$ cat src/rtl/prog3_data_loader.sv
// prog3_data_loader
// Feeds the nearest-pair core (program 3) with its input samples. Signed
// samples arrive over a valid/ready handshake and pass through a small skid
// FIFO. They are then written to data memory at BASE_ADDR, BASE_ADDR+1, ...
// Once COUNT samples are committed, load_done rises and core_go pulses for
// one cycle. A mod-256 checksum and the running signed min/max of the written
// samples are kept for cross-checking.
//
// Ports:
//   clk        system clock, rising edge
//   init       asynchronous active-high reset
//   load_start one-cycle pulse that begins a load (honoured in IDLE/DONE)
//   in_valid   upstream sample valid
//   in_data    signed sample
//   in_ready   block accepts in_data this cycle
//   mem_gnt    memory port granted to the loader this cycle
//   mem_we     registered write enable
//   mem_addr   registered write address
//   mem_wdata  registered write data
//   load_done  level, all COUNT samples committed
//   core_go    one-cycle start pulse to the core
//   checksum   sum of written samples mod 256
//   min_val    signed minimum of written samples
//   max_val    signed maximum of written samples
module prog3_data_loader #(
    parameter int BASE_ADDR  = 128,
    parameter int COUNT      = 20,
    parameter int DW         = 8,
    parameter int AW         = 8,
    parameter int FIFO_DEPTH = 4
) (
    input  logic          clk,
    input  logic          init,
    input  logic          load_start,
    input  logic          in_valid,
    input  logic [DW-1:0] in_data,
    output logic          in_ready,
    input  logic          mem_gnt,
    output logic          mem_we,
    output logic [AW-1:0] mem_addr,
    output logic [DW-1:0] mem_wdata,
    output logic          load_done,
    output logic          core_go,
    output logic [7:0]    checksum,
    output logic [DW-1:0] min_val,
    output logic [DW-1:0] max_val
);

    localparam int            PW      = (FIFO_DEPTH > 1) ? $clog2(FIFO_DEPTH) : 1;
    localparam logic [7:0]    COUNT_C = 8'(COUNT);
    localparam logic [7:0]    LAST_C  = 8'(COUNT - 1);
    localparam logic [AW-1:0] BASE_C  = AW'(BASE_ADDR);
    localparam logic [PW:0]   DEPTH_C = (PW + 1)'(FIFO_DEPTH);
    localparam logic [PW:0]   EMPTY_C = {(PW + 1){1'b0}};
    localparam logic [PW-1:0] PTR1_C  = PW'(1);
    // Most positive / most negative signed values: start points for min/max
    localparam logic [DW-1:0] SMAX_C  = {1'b0, {(DW - 1){1'b1}}};
    localparam logic [DW-1:0] SMIN_C  = {1'b1, {(DW - 1){1'b0}}};

    typedef enum logic [1:0] {
        ST_IDLE = 2'd0,
        ST_LOAD = 2'd1,
        ST_DONE = 2'd2
    } state_t;

    state_t        state_r;
    logic [DW-1:0] fifo_mem_r [FIFO_DEPTH];
    logic [PW-1:0] wr_ptr_r;
    logic [PW-1:0] rd_ptr_r;
    logic [PW:0]   fifo_cnt_r;
    logic [7:0]    acc_cnt_r;
    logic [7:0]    wr_cnt_r;

    logic          fifo_full_s;
    logic          fifo_empty_s;
    logic          push_s;
    logic          pop_s;
    logic [DW-1:0] head_s;

    // Handshake and FIFO control. in_ready depends only on registered state,
    // so a pop in the same cycle never frees a slot for a push.
    always_comb begin
        fifo_full_s  = (fifo_cnt_r == DEPTH_C);
        fifo_empty_s = (fifo_cnt_r == EMPTY_C);
        head_s       = fifo_mem_r[rd_ptr_r];
        if (state_r == ST_LOAD) begin
            in_ready = !fifo_full_s && (acc_cnt_r < COUNT_C);
            pop_s    = !fifo_empty_s && mem_gnt;
        end else begin
            in_ready = 1'b0;
            pop_s    = 1'b0;
        end
        push_s = in_valid && in_ready;
    end

    // FIFO storage; contents need no reset, occupancy is tracked separately.
    always_ff @(posedge clk) begin
        if (push_s) begin
            fifo_mem_r[wr_ptr_r] <= in_data;
        end
    end

    // Control FSM, counters, memory write port and statistics.
    always_ff @(posedge clk or posedge init) begin
        if (init) begin
            state_r    <= ST_IDLE;
            wr_ptr_r   <= {PW{1'b0}};
            rd_ptr_r   <= {PW{1'b0}};
            fifo_cnt_r <= EMPTY_C;
            acc_cnt_r  <= 8'd0;
            wr_cnt_r   <= 8'd0;
            mem_we     <= 1'b0;
            mem_addr   <= BASE_C;
            mem_wdata  <= {DW{1'b0}};
            load_done  <= 1'b0;
            core_go    <= 1'b0;
            checksum   <= 8'd0;
            min_val    <= SMAX_C;
            max_val    <= SMIN_C;
        end else begin
            core_go <= 1'b0;
            mem_we  <= 1'b0;
            case (state_r)
                ST_IDLE, ST_DONE: begin
                    if (load_start) begin
                        state_r    <= ST_LOAD;
                        wr_ptr_r   <= {PW{1'b0}};
                        rd_ptr_r   <= {PW{1'b0}};
                        fifo_cnt_r <= EMPTY_C;
                        acc_cnt_r  <= 8'd0;
                        wr_cnt_r   <= 8'd0;
                        load_done  <= 1'b0;
                        checksum   <= 8'd0;
                        min_val    <= SMAX_C;
                        max_val    <= SMIN_C;
                    end
                end
                ST_LOAD: begin
                    if (push_s) begin
                        wr_ptr_r  <= wr_ptr_r + PTR1_C;
                        acc_cnt_r <= acc_cnt_r + 8'd1;
                    end
                    if (pop_s) begin
                        rd_ptr_r  <= rd_ptr_r + PTR1_C;
                        mem_we    <= 1'b1;
                        mem_addr  <= BASE_C + AW'(wr_cnt_r);
                        mem_wdata <= head_s;
                        wr_cnt_r  <= wr_cnt_r + 8'd1;
                        checksum  <= checksum + 8'(head_s);
                        if ($signed(head_s) < $signed(min_val)) begin
                            min_val <= head_s;
                        end
                        if ($signed(head_s) > $signed(max_val)) begin
                            max_val <= head_s;
                        end
                        // The COUNT-th write finishes the load on this edge
                        if (wr_cnt_r == LAST_C) begin
                            state_r   <= ST_DONE;
                            core_go   <= 1'b1;
                            load_done <= 1'b1;
                        end
                    end
                    case ({push_s, pop_s})
                        2'b10:   fifo_cnt_r <= fifo_cnt_r + (PW + 1)'(1);
                        2'b01:   fifo_cnt_r <= fifo_cnt_r - (PW + 1)'(1);
                        default: fifo_cnt_r <= fifo_cnt_r;
                    endcase
                end
                default: state_r <= ST_IDLE;
            endcase
        end
    end

endmodule

$ cat config.mk
export PLATFORM = sky130hd
export DESIGN_NAME = prog3_data_loader
export DESIGN_NICKNAME = d
export VERILOG_FILES = /design/src/rtl/prog3_data_loader.sv
export SDC_FILE = /design/constraint.sdc
export NUM_CORES = 1
export LEC_CHECK = 0
export CORE_MARGIN = 3
export CORE_UTILIZATION = 30
export CTS_BUF_LIST = sky130_fd_sc_hd__clkbuf_8
export CTS_CLUSTER_DIAMETER = 120
export DETAILED_ROUTE_END_ITERATION = 8
export DONT_BUFFER_PORTS = 1
export SYNTH_ARGS = -nofsm -noshare
export SYNTH_HDL_FRONTEND = slang
export SYNTH_SLANG_ARGS = --single-unit
$ cat constraint.sdc
create_clock -name clk -period 4.2 [get_ports clk]
set_clock_uncertainty 0.05 [all_clocks]
set_input_delay 0.84 -clock clk [delete_from_list [all_inputs] [get_ports clk]]
set_output_delay 0.84 -clock clk [all_outputs]
set_load 0.1 [all_outputs]
==> qor.txt, run 1 <==
run status - complete, no violations
I/O pin count - 57
DRC - 0
Worst Path Max Fanout - 11
cells after synthesis - 409
clock slew seen by the registers of the worst setup and hold paths - 0.10 ns
CTS tree - done
synth top area cells - dfrtp_1, edfxtp_1, ha_1, nand2_1, dfstp_2
Synth Area in Compound Gates - 8.98%
DIE WIDTH - 132 um
drt first pass iters - 4
nature of the critical path endpoint - register
initial antenna violation count - 0
Tcrit/Tclk final - 76.0%
Hold Path Class - register to register
Max Slew Vio Count - 0
Vias - 3092
antenna viol nets, final - 0
Critical Path Stages - 8
setup bufs post-CTS - 0
height of the die - 132 um
R2R depth - 8
CTS sink cnt - 100
core region area - 15300 sq um
crit path buf inv count - 0
post-synthesis register bit count - 100
Fin Setup TNS - 0 ns
required time worst endpoint - 4.43 ns
Max Cap Viol - 0
largest net degree at the start of global routing - 48
Port Buf Inserts - 0
CP Cell Sequence - mux4_2, ha_1, a21oi_1, o22ai_1, nor4b_1, o31ai_1, a31oi_4, mux2i_1
xor/xnor share of the synthesized area - 2.04%
number of failing hold endpoints at the final stage - 0
unrepaired setup endpoints after global routing - false
Worst R2R Setup Slack - 1.01 ns
Post-synth EDFFs - 32
multiplexer share of the synthesized area - 5.72%
Yosys top cell area share - 31.2%
vias in the first global route - 3242
worst-case clock buffer depth - 2
WL/cell - 16.2 um
area of the mapped netlist - 4730 sq um
Rel. slew slack - 28.8%
CTS Buf Count - 9
Crit path arrival time - 3.42 ns
Primary FF master, synth - dfrtp_1
PostCTS Resize Cnt - 0
Setup-failing EPs final - 0
Worst-Margin Slew - 1.07 ns
GP Congestion - 0.822
fraction of registers with async set/reset - 68.0%
largest family of logic cells by synthesized area - simple AND/OR/NAND/NOR gates
# diodes - 0
Mapped Nets - 452
kind of critical path - register to register
grt total ovfl - 0
Cells on Worst Hold Path - 1
final worst path period need - 3.19 ns
WL final - 10400 um
post-synth cell types - 53
H-tree Lvls - 3
sequential area share after synthesis - 56.6%
filler cell count - 1560
Max Freq - 313 MHz
Nets - 466
1st-iter DRT viols - 213
most common cell after layout, fill and taps aside - nand2_1
Post-CTS Hold Buffers - 0
CP startpoint kind - register
CP delay by family, top - multiplexers
Clk Latency, worst-skew pair - 0.36 ns
Synth Area in Simple Gates - 14.4%
root cell of the clock tree - clkbuf_8
detail-routed via count per cell - 4.84
layout cell share with drive strength beyond 1 - 14.5%
Post-Synth Adder-Cell Area - 8.26%
row cnt - 45
CP max stage delay - 0.70 ns
Tot GR Track Use - 12.2%
Synth warnings - 0
Crit-path slowest cell - dfrtp_1
Yosys top cell by area - dfrtp_1
commonest cells after routing, fill and taps aside - nand2_1, dfrtp_1, edfxtp_1, ha_1, nor2_1
Syn Area/Cell - 11.6 sq um
die area - 17300 sq um
DP HPWL - 7550 um
area grow syn2layout - 10.5%
first-pass GRT wire length - 17000 um
Initial Util - 30.9%
==> final timing paths <==
kind | to | from
setup reg to reg | min_val[7]$_DFFE_PP0P_ | rd_ptr_r[0]$_DFFE_PP0P_
hold reg to reg | acc_cnt_r[6]$_DFFE_PP0P_ | acc_cnt_r[6]$_DFFE_PP0P_
min in group asynchronous | wr_cnt_r[1]$_DFFE_PP0P_ | init
hold / removal | acc_cnt_r[6]$_DFFE_PP0P_ | acc_cnt_r[6]$_DFFE_PP0P_
max in group asynchronous | wr_cnt_r[6]$_DFFE_PP0P_ | init
setup / recovery | min_val[7]$_DFFE_PP0P_ | rd_ptr_r[0]$_DFFE_PP0P_
==> cell usage after synthesis (2+ instances only) <==
cell type	instances
o31ai_1	3
dfrtp_1	59
inv_1	25
nor2_1	27
mux4_2	8
buf_2	4
ha_1	28
dfstp_2	9
nand4_1	5
edfxtp_1	32
and2_1	3
and3_1	3
o22ai_1	2
nor2b_1	2
clkbuf_1	5
xor2_1	7
nand2b_1	4
or3_1	2
buf_6	3
nand2_1	67
a21oi_1	7
xnor2_1	4
buf_1	2
o21a_1	3
nor3_1	4
fa_1	2
o211ai_1	3
a21o_1	2
o21ai_0	26
and3_2	4
mux2i_1	9
a22o_1	8
a31oi_1	2
nand3_1	16
==> flip-flops by register name, indices dropped and copies added (netlist names) <==
signal      count
fifo_mem_r     32
acc_cnt_r       8
checksum        8
max_val         8
mem_addr        8
mem_wdata       8
min_val         8
wr_cnt_r        8
fifo_cnt_r      3
rd_ptr_r        2
state_r         2
wr_ptr_r        2
core_go         1
load_done       1
mem_we          1
==> final cells by class <==
cell class | instances | area [sq um] | share of cell area (%)
Multi-Input combinational cell | 268 | 1860 | 35.6
Clock inverter | 7 | 67.6 | 1.29
Clock buffer | 9 | 124 | 2.37
Timing Repair Buffer | 18 | 135 | 2.59
Inverter | 26 | 97.6 | 1.87
Tap cell | 211 | 264 | 5.06
Sequential cell | 100 | 2670 | 51.2
==> per-stage QoR <==
step	setup slack [ns]	cells	util, %	area (sq um)	hold WS, ns
4_1_cts	1.02	639	34.1	5220	0.449
5_1_grt	0.758	639	34.1	5220	0.459
3_3_place_gp	1.13	623	32.9	5030	0.420
3_5_place_dp	1.04	623	32.9	5030	0.425
2_1_floorplan	1.15	409	-	4730	0.398
6_report	1.01	639	34.1	5220	0.444
==> worst reg2reg max path, delay by kind of cell (launching register included) <==
| family | cells | cell delay, ns |
|---|---|---|
| muxes | 2 | 0.92 |
| AOI/OAI and AO/OA | 4 | 0.82 |
| DFF | 1 | 0.70 |
| adders and majority gates | 1 | 0.33 |
| and+or+nand+nor | 1 | 0.28 |
==> routing by layer <==
layer / global-route usage (%) / routed length (um)
met4: 4.43 / 159
met3: 4.29 / 822
met1: 15.2 / 4590
met2: 19.7 / 4800
met5: 0 / 0
==> logic make-up after synthesis <==
group / Yosys count
AOI/OAI and AO/OA: 64
xor gates and xnor gates: 11
adders and majority gates: 30
buffers and inverters: 41
DFF: 100
muxes: 17
and+or+nand+nor: 146
Power of run 1 is not shown: default switching activity piles up to over one toggle a cycle in this logic, so the estimate is an artifact.
==> run 2: changes to the inputs <==
--- a/config.mk
+++ b/config.mk
@@ -5,6 +5,7 @@
 export SDC_FILE = /design/constraint.sdc
 export NUM_CORES = 1
 export LEC_CHECK = 0
+export ABC_AREA = 1
 export CORE_MARGIN = 3
 export CORE_UTILIZATION = 30
 export CTS_BUF_LIST = sky130_fd_sc_hd__clkbuf_8
==> constraint.sdc (replaced) <==
create_clock -name clk -period 3.3 [get_ports clk]
set_clock_uncertainty 0.05 [all_clocks]
set_input_delay 0.66 -clock clk [delete_from_list [all_inputs] [get_ports clk]]
set_output_delay 0.66 -clock clk [all_outputs]
set_load 0.1 [all_outputs]
==> run 2 against run 1 <==
  * First-iteration DRC count is 8.9% lower
  * Register-to-register slack worse by 0.71 ns
  * Cell area is 5.9% higher
  * Area after synthesis is 3.6% higher
  * Flip-flop and latch count stayed put
  * Count of clock-buffer cells in the layout stayed put
  * Wire length is 12% higher
  * Final cell count is 20% higher
  * Utilization is 0.60 points higher
  * Die area is 3.4% higher
  * Via count is 17% higher
  * Maximum frequency is 6.2% higher
  * Critical path type unchanged
  * Critical endpoint is now checksum[7]$_DFFE_PP0P_
  * Highest routed layer unchanged
==> qor.txt, run 2 <==
height of the die - 134 um (+1.7%)
drt first pass iters - 4 (unchanged)
I/O pin count - 57 (unchanged)
unrepaired setup endpoints after global routing - false
antenna viol nets, final - 0 (unchanged)
Initial Util - 30.7% (-0.15 points)
Syn Area/Cell - 9.43 sq um (-18%)
Hold Path Class - primary input to async pin
most common cell in the netlist - nand2_1
Worst Path Max Fanout - 19 (+8)
area of the mapped netlist - 4900 sq um (+3.6%)
Rel. slew slack - 33.1% (+4.2 points)
DRC - 0 (unchanged)
Vias - 3609 (+17%)
Max Slew Vio Count - 0 (unchanged)
root cell of the clock tree - clkbuf_8
1st-iter DRT viols - 194 (-8.9%)
die area - 17900 sq um (+3.4%)
kind of critical path - register to register
core region area - 15900 sq um (+4.1%)
Post-CTS Hold Buffers - 0 (unchanged)
max reg flops - 32 (unchanged)
required time worst endpoint - 3.52 ns (-0.91 ns)
Port Buf Inserts - 0 (unchanged)
Primary FF master, synth - dfrtp_1
largest net degree at the start of global routing - 42 (-13%)
Nets - 588 (+26%)
Tcrit/Tclk final - 91.0% (+15 points)
first-pass GRT wire length - 18900 um (+11%)
cell mode on critical path - nand2_1
number of failing hold endpoints at the final stage - 0 (unchanged)
Post-synth EDFFs - 32 (unchanged)
sequential area share after synthesis - 54.6% (-2.0 points)
initial antenna violation count - 0 (unchanged)
post-synthesis register bit count - 100 (unchanged)
cells after synthesis - 519 (+27%)
layout cell share with drive strength beyond 1 - 13.3% (-1.2 points)
Crit path arrival time - 3.23 ns (-0.19 ns)
final worst path period need - 3.00 ns (-0.187 ns)
filler cell count - 1606 (+2.9%)
Worst-Margin Slew - 1.00 ns (-0.0635 ns)
DP HPWL - 8600 um (+14%)
most common cell after layout, fill and taps aside - nand2_1
clock slew seen by the registers of the worst setup and hold paths - 0.10 ns (about the same)
vias in the first global route - 3726 (+15%)
GP Congestion - 0.841 (+2.3%)
worst-case clock buffer depth - 2 (unchanged)
# diodes - 0 (unchanged)
grt total ovfl - 0 (unchanged)
Max Cap Viol - 0 (unchanged)
CP startpoint kind - register
detail-routed via count per cell - 4.71 (-2.6%)
Tot GR Track Use - 13.5% (+1.3 points)
WL final - 11600 um (+12%)
fraction of registers with async set/reset - 68.0% (unchanged)
Crit-path slowest cell - dfrtp_1
area grow syn2layout - 13.0%
Reg with most FFs - fifo_mem_r
Max Freq - 333 MHz (+6.2%)
Synth warnings - 0 (unchanged)
post-synth cell types - 47 (-11%)
Setup-failing EPs final - 0 (unchanged)
Clk Latency, worst-skew pair - 0.38 ns (+0.02 ns)
crit path buf inv count - 1 (+1)
WL/cell - 15.1 um (-6.8%)
CP max stage delay - 0.60 ns (-0.10 ns)
commonest cells after routing, fill and taps aside - nand2_1, inv_1, dfrtp_1, nor2_1, edfxtp_1
Worst R2R Setup Slack - 0.30 ns (-0.71 ns)
DIE WIDTH - 134 um (+1.7%)
nature of the critical path endpoint - register
Yosys top cell area share - 30.2% (-1.1 points)
Yosys top cell by area - dfrtp_1
CP delay by family, top - compound AO/OA/AOI/OAI gates
synth top area cells - dfrtp_1, edfxtp_1, nand2_1, ha_1, dfstp_2
CTS tree - done
PostCTS Resize Cnt - 0 (unchanged)
Fin Setup TNS - 0 ns (unchanged)
Layout Utilization - 34.7% (+0.60 points)
pre-CTS WS - 0.311 ns (-0.730 ns)
CTS Buf Count - 9 (unchanged)
most common library cells after synthesis - nand2_1, inv_1, dfrtp_1
CTS sink cnt - 100 (unchanged)
worst setup margin - 0.297 ns (-0.713 ns)
setup bufs post-CTS - 0 (unchanged)
run status - complete, no violations
Mapped Nets - 562 (+24%)
H-tree Lvls - 3 (unchanged)
row cnt - 46 (+2.2%)
CP Cell Sequence - inv_4, nand2_1, a32oi_1, ha_1, a21oi_1, nand2_1, nand2_1, nand2_1, a21oi_1, nor2_1, o21ai_0, nand3_1, nand2_1, o21ai_0
-- run 2: cell count changes in the layout (fill, tap and decap cells not counted), sizes merged, moves of 5 or more --
cell / previous run / this run
a32oi: 0 / 6
inv: 28 / 69
buf: 18 / 29
and3: 8 / 0
o21ai: 26 / 35
a21oi: 7 / 21
nand2: 67 / 138
nand3: 16 / 29
mux2i: 9 / 0
a22o: 8 / 3
mux4: 8 / 0
nor2: 28 / 36
-- run 2: layout make-up --
cell class	count	area, sq um	area share [%]
clock buffer	9	124	2.24
clock inverter	7	73.8	1.33
inverter	69	267	4.82
multi-input combinational	336	1890	34.2
sequential	100	2670	48.3
tap	216	270	4.89
timing repair buffer	29	230	4.16
-- run 2: through the flow --
step           area [sq um]  hold slack, ns  cells
6_report               5530           0.269    766
5_1_grt                5530           0.287    766
4_1_cts                5530           0.291    766
3_5_place_dp           5330           0.450    750
3_3_place_gp           5330           0.434    750
2_1_floorplan          4900           0.398    519
-- run 2: cells by family (layout without fill, tap and decap cells) --
family | after synthesis | in the layout | share of synthesized area [%]
compound gates | 79 | 79 | 9.53
xor+xnor | 6 | 6 | 1.07
fa+ha+maj | 30 | 30 | 7.97
buf+inv | 83 | 114 | 6.72
flops | 100 | 100 | 54.6
simple gates | 221 | 221 | 20.1
-- run 2: metal layers --
layer  vias to the layer above  track usage (%)  wire length (um)
met5                         -                0                 0
met4                         0             4.40               195
met3                        17             4.46               753
met2                        79             22.8              5700
met1                      1748             16.3              4940
li1                       1765                -                 -
-- run 2: path summary, 6_finish.rpt --
check | from | to | depth (start not counted)
worst min-delay path | init | mem_we$_DFF_PP0_ | 1
worst max-delay path | rd_ptr_r[0]$_DFFE_PP0P_ | checksum[7]$_DFFE_PP0P_ | 14
max in group asynchronous | init | min_val[5]$_DFFE_PP1P_ | 2
worst max register to register | rd_ptr_r[0]$_DFFE_PP0P_ | checksum[7]$_DFFE_PP0P_ | 14
min in group clk | in_data[0] | fifo_mem_r[1][0]$_DFFE_PP_ | 0
worst min register to register | acc_cnt_r[6]$_DFFE_PP0P_ | acc_cnt_r[6]$_DFFE_PP0P_ | 2
-- run 2: worst register-to-register path, delay by kind of cell, from the launching register on --
family | cells | cell delay [ns]
AND/OR/NAND/NOR | 7 | 0.57
adder cells (fa/ha/maj) | 1 | 0.37
AO/OA/AOI/OAI | 5 | 1.05
flip-flops | 1 | 0.60
buffers and inverters | 1 | 0.27
Power of run 2 is left out for the same reason.
